<file path="config.mk">
export PLATFORM = sky130hd
export DESIGN_NAME = markov_merge_n
export DESIGN_NICKNAME = d
export VERILOG_FILES = /design/src/rtl/markov_pkg.sv /design/src/rtl/markov_cnt_add.sv /design/src/rtl/markov_merge_n.sv
export SDC_FILE = /design/constraint.sdc
export NUM_CORES = 1
export LEC_CHECK = 0
export BUFFER_PORTS_ARGS = -buffer_cell sky130_fd_sc_hd__buf_2
export CAP_MARGIN = 20
export CORE_ASPECT_RATIO = 0.75
export CORE_MARGIN = 2
export CORE_UTILIZATION = 57
export CTS_CLUSTER_DIAMETER = 40
export CTS_CLUSTER_SIZE = 25
export DETAILED_ROUTE_END_ITERATION = 8
export GPL_ROUTABILITY_DRIVEN = 0
export PLACE_DENSITY = 0.93
export SYNTH_ARGS = -nofsm -noshare
export SYNTH_HDL_FRONTEND = slang
export SYNTH_SLANG_ARGS = --single-unit
</file>
<file path="constraint.sdc">
create_clock -name clk -period 4.53 [get_ports clk]
set_input_delay 0.906 -clock clk [delete_from_list [all_inputs] [get_ports clk]]
set_output_delay 0.906 -clock clk [all_outputs]
set_load 0.02 [all_outputs]
</file>
<file path="src/rtl/markov_pkg.sv">
// -----------------------------------------------------------------------------
// markov_pkg
// Shared definitions for the Markov table merge and the table builders.
//   - state_t : FSM encoding of the merge controller (IDLE=0, READ=1, CMP=2,
//               FINISH=3), 2 bits wide.
//   - KW_DEF, CW_DEF, AW_DEF : default key, count and input address widths.
// -----------------------------------------------------------------------------
package markov_pkg;

    localparam int KW_DEF = 16;
    localparam int CW_DEF = 12;
    localparam int AW_DEF = 8;

    typedef enum logic [1:0] {
        IDLE   = 2'd0,
        READ   = 2'd1,
        CMP    = 2'd2,
        FINISH = 2'd3
    } state_t;

endpackage

</file>
<file path="src/rtl/markov_cnt_add.sv">
// -----------------------------------------------------------------------------
// markov_cnt_add
// Combinational count adder used when two table entries with the same key are
// combined. The sum is formed at CW+1 bits; the carry out is the overflow flag.
// Configuration macro: MARKOV_MERGE_SAT_EN
//   defined   : sums above 2^CW-1 clamp to 2^CW-1
//   undefined : sums wrap modulo 2^CW
// Ports:
//   a, b  in  CW  addends
//   sum   out CW  wrapped or clamped sum
//   ovf   out 1   high when the true sum does not fit in CW bits
// -----------------------------------------------------------------------------
module markov_cnt_add #(
    parameter int CW = 12
) (
    input  logic [CW-1:0] a,
    input  logic [CW-1:0] b,
    output logic [CW-1:0] sum,
    output logic          ovf
);

    logic [CW:0] full;

    assign full = {1'b0, a} + {1'b0, b};
    assign ovf  = full[CW];

`ifdef MARKOV_MERGE_SAT_EN
    assign sum = ovf ? {CW{1'b1}} : full[CW-1:0];
`else
    assign sum = full[CW-1:0];
`endif

endmodule

</file>
<file path="src/rtl/markov_merge_n.sv">
// -----------------------------------------------------------------------------
// markov_merge_n
// Merges two key-sorted (key, count) tables A and B, read from two external
// synchronous RAMs, into one key-sorted table written to an output RAM.
// Equal keys produce a single entry carrying the sum of both counts.
// Each output entry takes a READ cycle (addresses presented) followed by a
// CMP cycle (RAM data valid, one write), so start-to-done is 2*len_out+2.
//
// Configuration macro: MARKOV_MERGE_SAT_EN (saturating count add plus the
// sticky 'sat' output); default build wraps counts and has no 'sat' port.
//
// Ports:
//   clk, reset       clock, synchronous active-high reset
//   start            request, sampled only in IDLE
//   len_a, len_b     entry counts of A and B (0..2^AW), latched on start
//   a_addr/a_key/a_cnt  A RAM read port (data one cycle after address)
//   b_addr/b_key/b_cnt  B RAM read port (data one cycle after address)
//   o_we/o_addr/o_key/o_cnt  output RAM write port (2^(AW+1) entries)
//   len_out          number of entries written; valid from done, held until
//                    the next start. It is AW+2 bits wide because a merge of
//                    two full disjoint tables yields exactly 2^(AW+1) entries.
//   busy             high from the cycle after start through the done cycle
//   done             one-cycle completion pulse
//   sat              (macro only) sticky clamp indicator, cleared on start
// -----------------------------------------------------------------------------
module markov_merge_n
    import markov_pkg::*;
#(
    parameter int KW = KW_DEF,
    parameter int CW = CW_DEF,
    parameter int AW = AW_DEF
) (
    input  logic          clk,
    input  logic          reset,
    input  logic          start,
    input  logic [AW:0]   len_a,
    input  logic [AW:0]   len_b,
    output logic [AW-1:0] a_addr,
    input  logic [KW-1:0] a_key,
    input  logic [CW-1:0] a_cnt,
    output logic [AW-1:0] b_addr,
    input  logic [KW-1:0] b_key,
    input  logic [CW-1:0] b_cnt,
    output logic          o_we,
    output logic [AW:0]   o_addr,
    output logic [KW-1:0] o_key,
    output logic [CW-1:0] o_cnt,
    output logic [AW+1:0] len_out,
`ifdef MARKOV_MERGE_SAT_EN
    output logic          sat,
`endif
    output logic          busy,
    output logic          done
);

    localparam logic [AW:0]   IN_ONE  = {{AW{1'b0}}, 1'b1};
    localparam logic [AW+1:0] OUT_ONE = {{(AW+1){1'b0}}, 1'b1};

    state_t state;
    state_t state_nxt;

    logic [AW:0]   la;
    logic [AW:0]   lb;
    logic [AW:0]   ia;
    logic [AW:0]   ib;
    logic [AW+1:0] io;
    logic [AW+1:0] len_out_r;

    logic          a_live;
    logic          b_live;
    logic          inc_a;
    logic          inc_b;
    logic          sum_used;
    logic [CW-1:0] sum_cnt;
    logic          sum_ovf;

    assign a_live = (ia < la);
    assign b_live = (ib < lb);

    markov_cnt_add #(.CW(CW)) u_add (
        .a   (a_cnt),
        .b   (b_cnt),
        .sum (sum_cnt),
        .ovf (sum_ovf)
    );

    // State register
    always_ff @(posedge clk) begin
        if (reset) begin
            state <= IDLE;
        end else begin
            state <= state_nxt;
        end
    end

    // Next state, write port and index-advance decisions
    always_comb begin
        state_nxt = state;
        o_we      = 1'b0;
        o_key     = '0;
        o_cnt     = '0;
        inc_a     = 1'b0;
        inc_b     = 1'b0;
        sum_used  = 1'b0;
        done      = 1'b0;
        case (state)
            IDLE: begin
                if (start) begin
                    state_nxt = READ;
                end
            end
            READ: begin
                if (!a_live && !b_live) begin
                    state_nxt = FINISH;
                end else begin
                    state_nxt = CMP;
                end
            end
            CMP: begin
                o_we      = 1'b1;
                state_nxt = READ;
                if (a_live && b_live) begin
                    if (a_key < b_key) begin
                        o_key = a_key;
                        o_cnt = a_cnt;
                        inc_a = 1'b1;
                    end else if (a_key > b_key) begin
                        o_key = b_key;
                        o_cnt = b_cnt;
                        inc_b = 1'b1;
                    end else begin
                        o_key    = a_key;
                        o_cnt    = sum_cnt;
                        inc_a    = 1'b1;
                        inc_b    = 1'b1;
                        sum_used = 1'b1;
                    end
                end else if (a_live) begin
                    o_key = a_key;
                    o_cnt = a_cnt;
                    inc_a = 1'b1;
                end else begin
                    // READ never enters CMP with both tables exhausted, so
                    // this branch always has B live.
                    o_key = b_key;
                    o_cnt = b_cnt;
                    inc_b = 1'b1;
                end
            end
            FINISH: begin
                done      = 1'b1;
                state_nxt = IDLE;
            end
            default: begin
                state_nxt = IDLE;
            end
        endcase
    end

    // Lengths, indices and result registers
    always_ff @(posedge clk) begin
        if (reset) begin
            la        <= '0;
            lb        <= '0;
            ia        <= '0;
            ib        <= '0;
            io        <= '0;
            len_out_r <= '0;
        end else begin
            case (state)
                IDLE: begin
                    if (start) begin
                        la <= len_a;
                        lb <= len_b;
                        ia <= '0;
                        ib <= '0;
                        io <= '0;
                    end
                end
                CMP: begin
                    if (inc_a) ia <= ia + IN_ONE;
                    if (inc_b) ib <= ib + IN_ONE;
                    io <= io + OUT_ONE;
                end
                FINISH: begin
                    len_out_r <= io;
                end
                default: begin
                end
            endcase
        end
    end

`ifdef MARKOV_MERGE_SAT_EN
    logic sat_r;

    always_ff @(posedge clk) begin
        if (reset) begin
            sat_r <= 1'b0;
        end else if (state == IDLE && start) begin
            sat_r <= 1'b0;
        end else if (sum_used && sum_ovf) begin
            sat_r <= 1'b1;
        end
    end

    assign sat = sat_r;
`endif

    // len_out must already be valid in the done cycle, before len_out_r
    // has captured io at the end of FINISH.
    assign len_out = (state == FINISH) ? io : len_out_r;
    assign a_addr  = ia[AW-1:0];
    assign b_addr  = ib[AW-1:0];
    assign o_addr  = io[AW:0];
    assign busy    = (state != IDLE);

endmodule

</file>
==> results by stage <==
Status:
- The flow ran to the end, and the final reports show no timing, DRC or antenna violations.

Critical path:
- The required time at the endpoint of the critical path is 3.62 ns.
- Walking the worst path, the cells encountered are buf_2, inv_1, ha_1, nand4_2, nor4_4, o21ai_2, o2111ai_2, nand2_1, a211oi_1, buf_2.
- The worst setup path is launched from an input pin.
- The data arrival time at the worst-slack endpoint is 3.36 ns.
- In this design, the largest share of critical-path delay is due to simple AND/OR/NAND/NOR gates.
- The endpoint identified for the worst register-to-register timing path is ib[4]$_SDFFE_PP0P_.
- The number of buffers and inverters on the critical path is 3.
- The worst-case register-to-register setup slack is 1.66 ns.
- The startpoint-to-endpoint class of the critical path is input pin to primary output.
- In this run the critical register-to-register path is launched from ia[2]$_SDFFE_PP0P_.
- The launching element of the worst setup path is b_key[14].
- The endpoint type of the worst setup path is a primary output.
- The slowest stage cell on the critical path is a211oi_1.
- The maximum fanout along the worst path is 9.
- The largest single stage delay on the critical path is 0.45 ns.
- For the worst flop-to-flop path, the logic depth is 8.
- The dominant cell type by count on the critical path is buf_2.

Floorplanning:
- The number of standard-cell rows in the floorplan is 28.
- The placeable core region is 0.00799 sq mm.
- 143 I/O pins were placed.
- From bottom edge to top edge, the die measures 82.9 um.
- The floorplan step defined a die boundary enclosing 0.00905 sq mm.
- The width of the die is 109 um.
- The starting utilization of the core area is 59.2%.

Yosys:
- The synthesized netlist devotes 12.6% of its cell area to adder and majority cells.
- The synthesized netlist net count is 752.
- The synthesized-area fraction occupied by and/or/nand/nor cells is 23.8%.
- The count of flip-flops with a built-in enable after synthesis is 0.
- The synthesized design spends more area on one cell type than any other, namely dfxtp_1.
- Synthesis inferred 58 register bits.
- The main combinational cell family by area after synthesis is simple AND/OR/NAND/NOR gates.
- After synthesis, the cell types taking the most area are dfxtp_1, ha_1, nand2_1.
- The netlist area before placement is 0.00473 sq mm.
- The count of different cell masters after synthesis is 63.
- The synthesized design devotes to its leading area cell type 24.6% of total area.
- The average size of a mapped cell is 7.53 sq um.
- Of the synthesized area, sequential elements account for 24.6%.
- The share of the synthesized netlist area taken by xor and xnor gates is 1.30%.
- The fraction of registers with async set/reset is 0%.
- The multiplexer area fraction after synthesis is 6.64%.
- Synthesis produced 628 cells.
- The area fraction in compound gates after synthesis is 19.9%.
- The number of synthesis warnings is 0.
- For this run, the leading register cell type out of synthesis is dfxtp_1.

Layout:
- The number of antenna repair diodes is 0.
- Leaving out fill and tap cells, the most frequent cell in the layout is buf_2.
- The number of nets in the final layout is 858.
- The layout cell share with drive strength beyond 1 is 25.6%.
- In the layout the commonest cells are buf_2, nand2_1, dfxtp_1.
- The final design utilization is 69.4%.
- The synthesis-to-finish area growth is 17.2%.

Detailed routing:
- The number of remaining DRC errors is 0.
- The detail-routed net length per standard cell is 15.7 um.
- The remaining antenna violation count after routing is 0.
- The ratio of routed vias to standard cells is 5.99.
- The starting DRC count in detailed routing is 367.
- The routed design has 13200 um of wire.
- The number of detailed-route iterations in the first pass is 6.
- Across all layers, the routed design uses 5049 vias.

Clocking:
- The buffer depth of the longest clock path is 2.
- The number of gates resized after cts is 0.
- Once the clock tree was built, the setup fixing pass inserted 0 buffers.
- The clock latency on the worst-skew pair is 0.34 ns.
- The CTS tree is done.
- Clock tree synthesis selected as its root buffer the cell clkbuf_8.
- In this run the number of H-tree levels came out at 3.
- The number of buffers created by CTS is 9.
- The hold-fix buffer count after cts is 0.
- Clock-pin slew was measured on the worst setup and hold paths at 0.06 ns.
- The total clock sinks is 58.

GRT:
- The number of antenna violations at the first check in global routing is 0.
- In this run the most used layer during global routing was met2.
- The met3 track demand over resource is 5.73%.
- The maximum number of pins on one net before global-route repair is 52.
- Global routing used 35.5% of the available met1 tracks.
- For this run, the total global-route usage over all layers was measured as 28.3%.
- Global routing finished with a remaining overflow of 0.
- The via count of the first global-routing pass is 4776.
- The first global-routing pass estimated 21200 um of wire.
- For this run, global-route usage on met2 was measured as 48.4%.

Timing:
- Setup violations remaining at the end of the flow were counted as 0.
- The highest achievable clock rate is 235 MHz.
- The final sum of negative setup slack is 0 ns.
- Setup repair after global routing left no endpoint under its margin.
- The number of max-slew violations in the final report was 0.
- Headroom to the max-slew limit came out at 32.4%.
- The minimum period implied by the final worst setup slack is 4.26 ns.
- The portion of the clock cycle consumed by the worst path in the final layout is 94.1%.
- Final hold analysis gives a worst-case slack of 0.458 ns.
- The final worst-path setup slack is 0.269 ns.
- The count of endpoints failing hold in the final timing report is 0.
- The slew of the pin with the lowest slew margin is 1.01 ns.
- Across the routed clock network, the largest skew measured is 0.00574 ns.

Min path:
- The startpoint of the lowest-slack hold path is la[7]$_SDFFE_PP0P_.
- The min-delay analysis places its worst path in the category register to register.
- The worst hold path depth is 2.
- For hold timing, the worst endpoint is la[7]$_SDFFE_PP0P_.

Pwr:
- The worst voltage drop across the vdd grid is 0.173 mV.
- The analysis attributes to cell leakage a power of 2.67 nW.
- In this run the power density over the cells is 268 mW/mm^2.

Placement:
- The wire-length estimate of the detail-placed layout is 9620 um.
- The count of port buffers added during placement is 142.
- The pre-CTS worst setup slack is 0.302 ns.

Flow run:
- The number of violations of the max-capacitance limit is 0.
-- kinds of logic after synthesis --
group                      count (synthesis)
and+or+nand+nor                          231
DFF                                       58
muxes                                     30
xor gates and xnor gates                   7
AOI/OAI and AO/OA                        143
adders and majority gates                 47
buffers and inverters                    112
-- cells in the mapped netlist (19+ instances only) --
master and n:
nor2_1 51, nand2_1 69, mux2i_1 19, buf_4 27, clkbuf_1 24, o21ai_0 19
inv_1 57, nand3_1 35, ha_1 46, dfxtp_1 58, a21oi_1 48
-- worst max path at each step --
stage | slack (ns) | endpoint | cells after the start
finish | 0.27 | o_cnt[8] | 10
global route | 0.09 | o_cnt[11] | 9
CTS | 0.29 | o_cnt[7] | 10
detailed placement | 0.30 | o_cnt[8] | 10
global placement | 0.42 | o_cnt[11] | 11
floorplan | 0.16 | o_cnt[11] | 9
-- through the flow --
stage / instances / area (sq um) / power [mW]
after floorplan: 628 / 4730 / 0.854
after global placement: 827 / 5310 / 0.965
after detailed placement: 827 / 5310 / 0.986
after CTS: 842 / 5520 / 1.47
after global routing: 843 / 5540 / 1.55
final: 843 / 5540 / 1.48
-- registers in the layout, indices dropped and copies added, names as in the netlist --
register   flops
ib             9
state          2
lb             9
la             9
ia             9
io            10
len_out_r     10
-- worst reg2reg max path, delay by kind of cell, from the launching register on --
family | cells | cell delay (ns)
adders and majority gates | 1 | 0.29
DFF | 1 | 0.42
AOI/OAI and AO/OA | 7 | 2.04
-- power breakdown --
group | leakage, nW | switching [mW] | total, mW | internal [mW]
combinational | 2.09 | 0.285 | 0.455 | 0.170
clock | 0.106 | 0.198 | 0.493 | 0.295
sequential | 0.470 | 0.0114 | 0.536 | 0.524
-- area by class of cell --
| type | count | area, sq um |
|---|---|---|
| fill | 618 | 2440 |
| multi-input combinational | 458 | 3050 |
| sequential | 58 | 1160 |
| inverter | 58 | 218 |
| tap | 105 | 131 |
| clock inverter | 2 | 35.0 |
| clock buffer | 13 | 169 |
| timing repair buffer | 149 | 783 |
-- routing by layer --
layer | vias up | part of all wire [%] | routed length (um)
li1 | 2424 | - | -
met1 | 2329 | 41 | 5440
met2 | 275 | 48 | 6360
met3 | 21 | 9.7 | 1280
met4 | 0 | 1.2 | 160
met5 | - | 0 | 0
No activity file was read; power rests on OpenSTA's default activity.
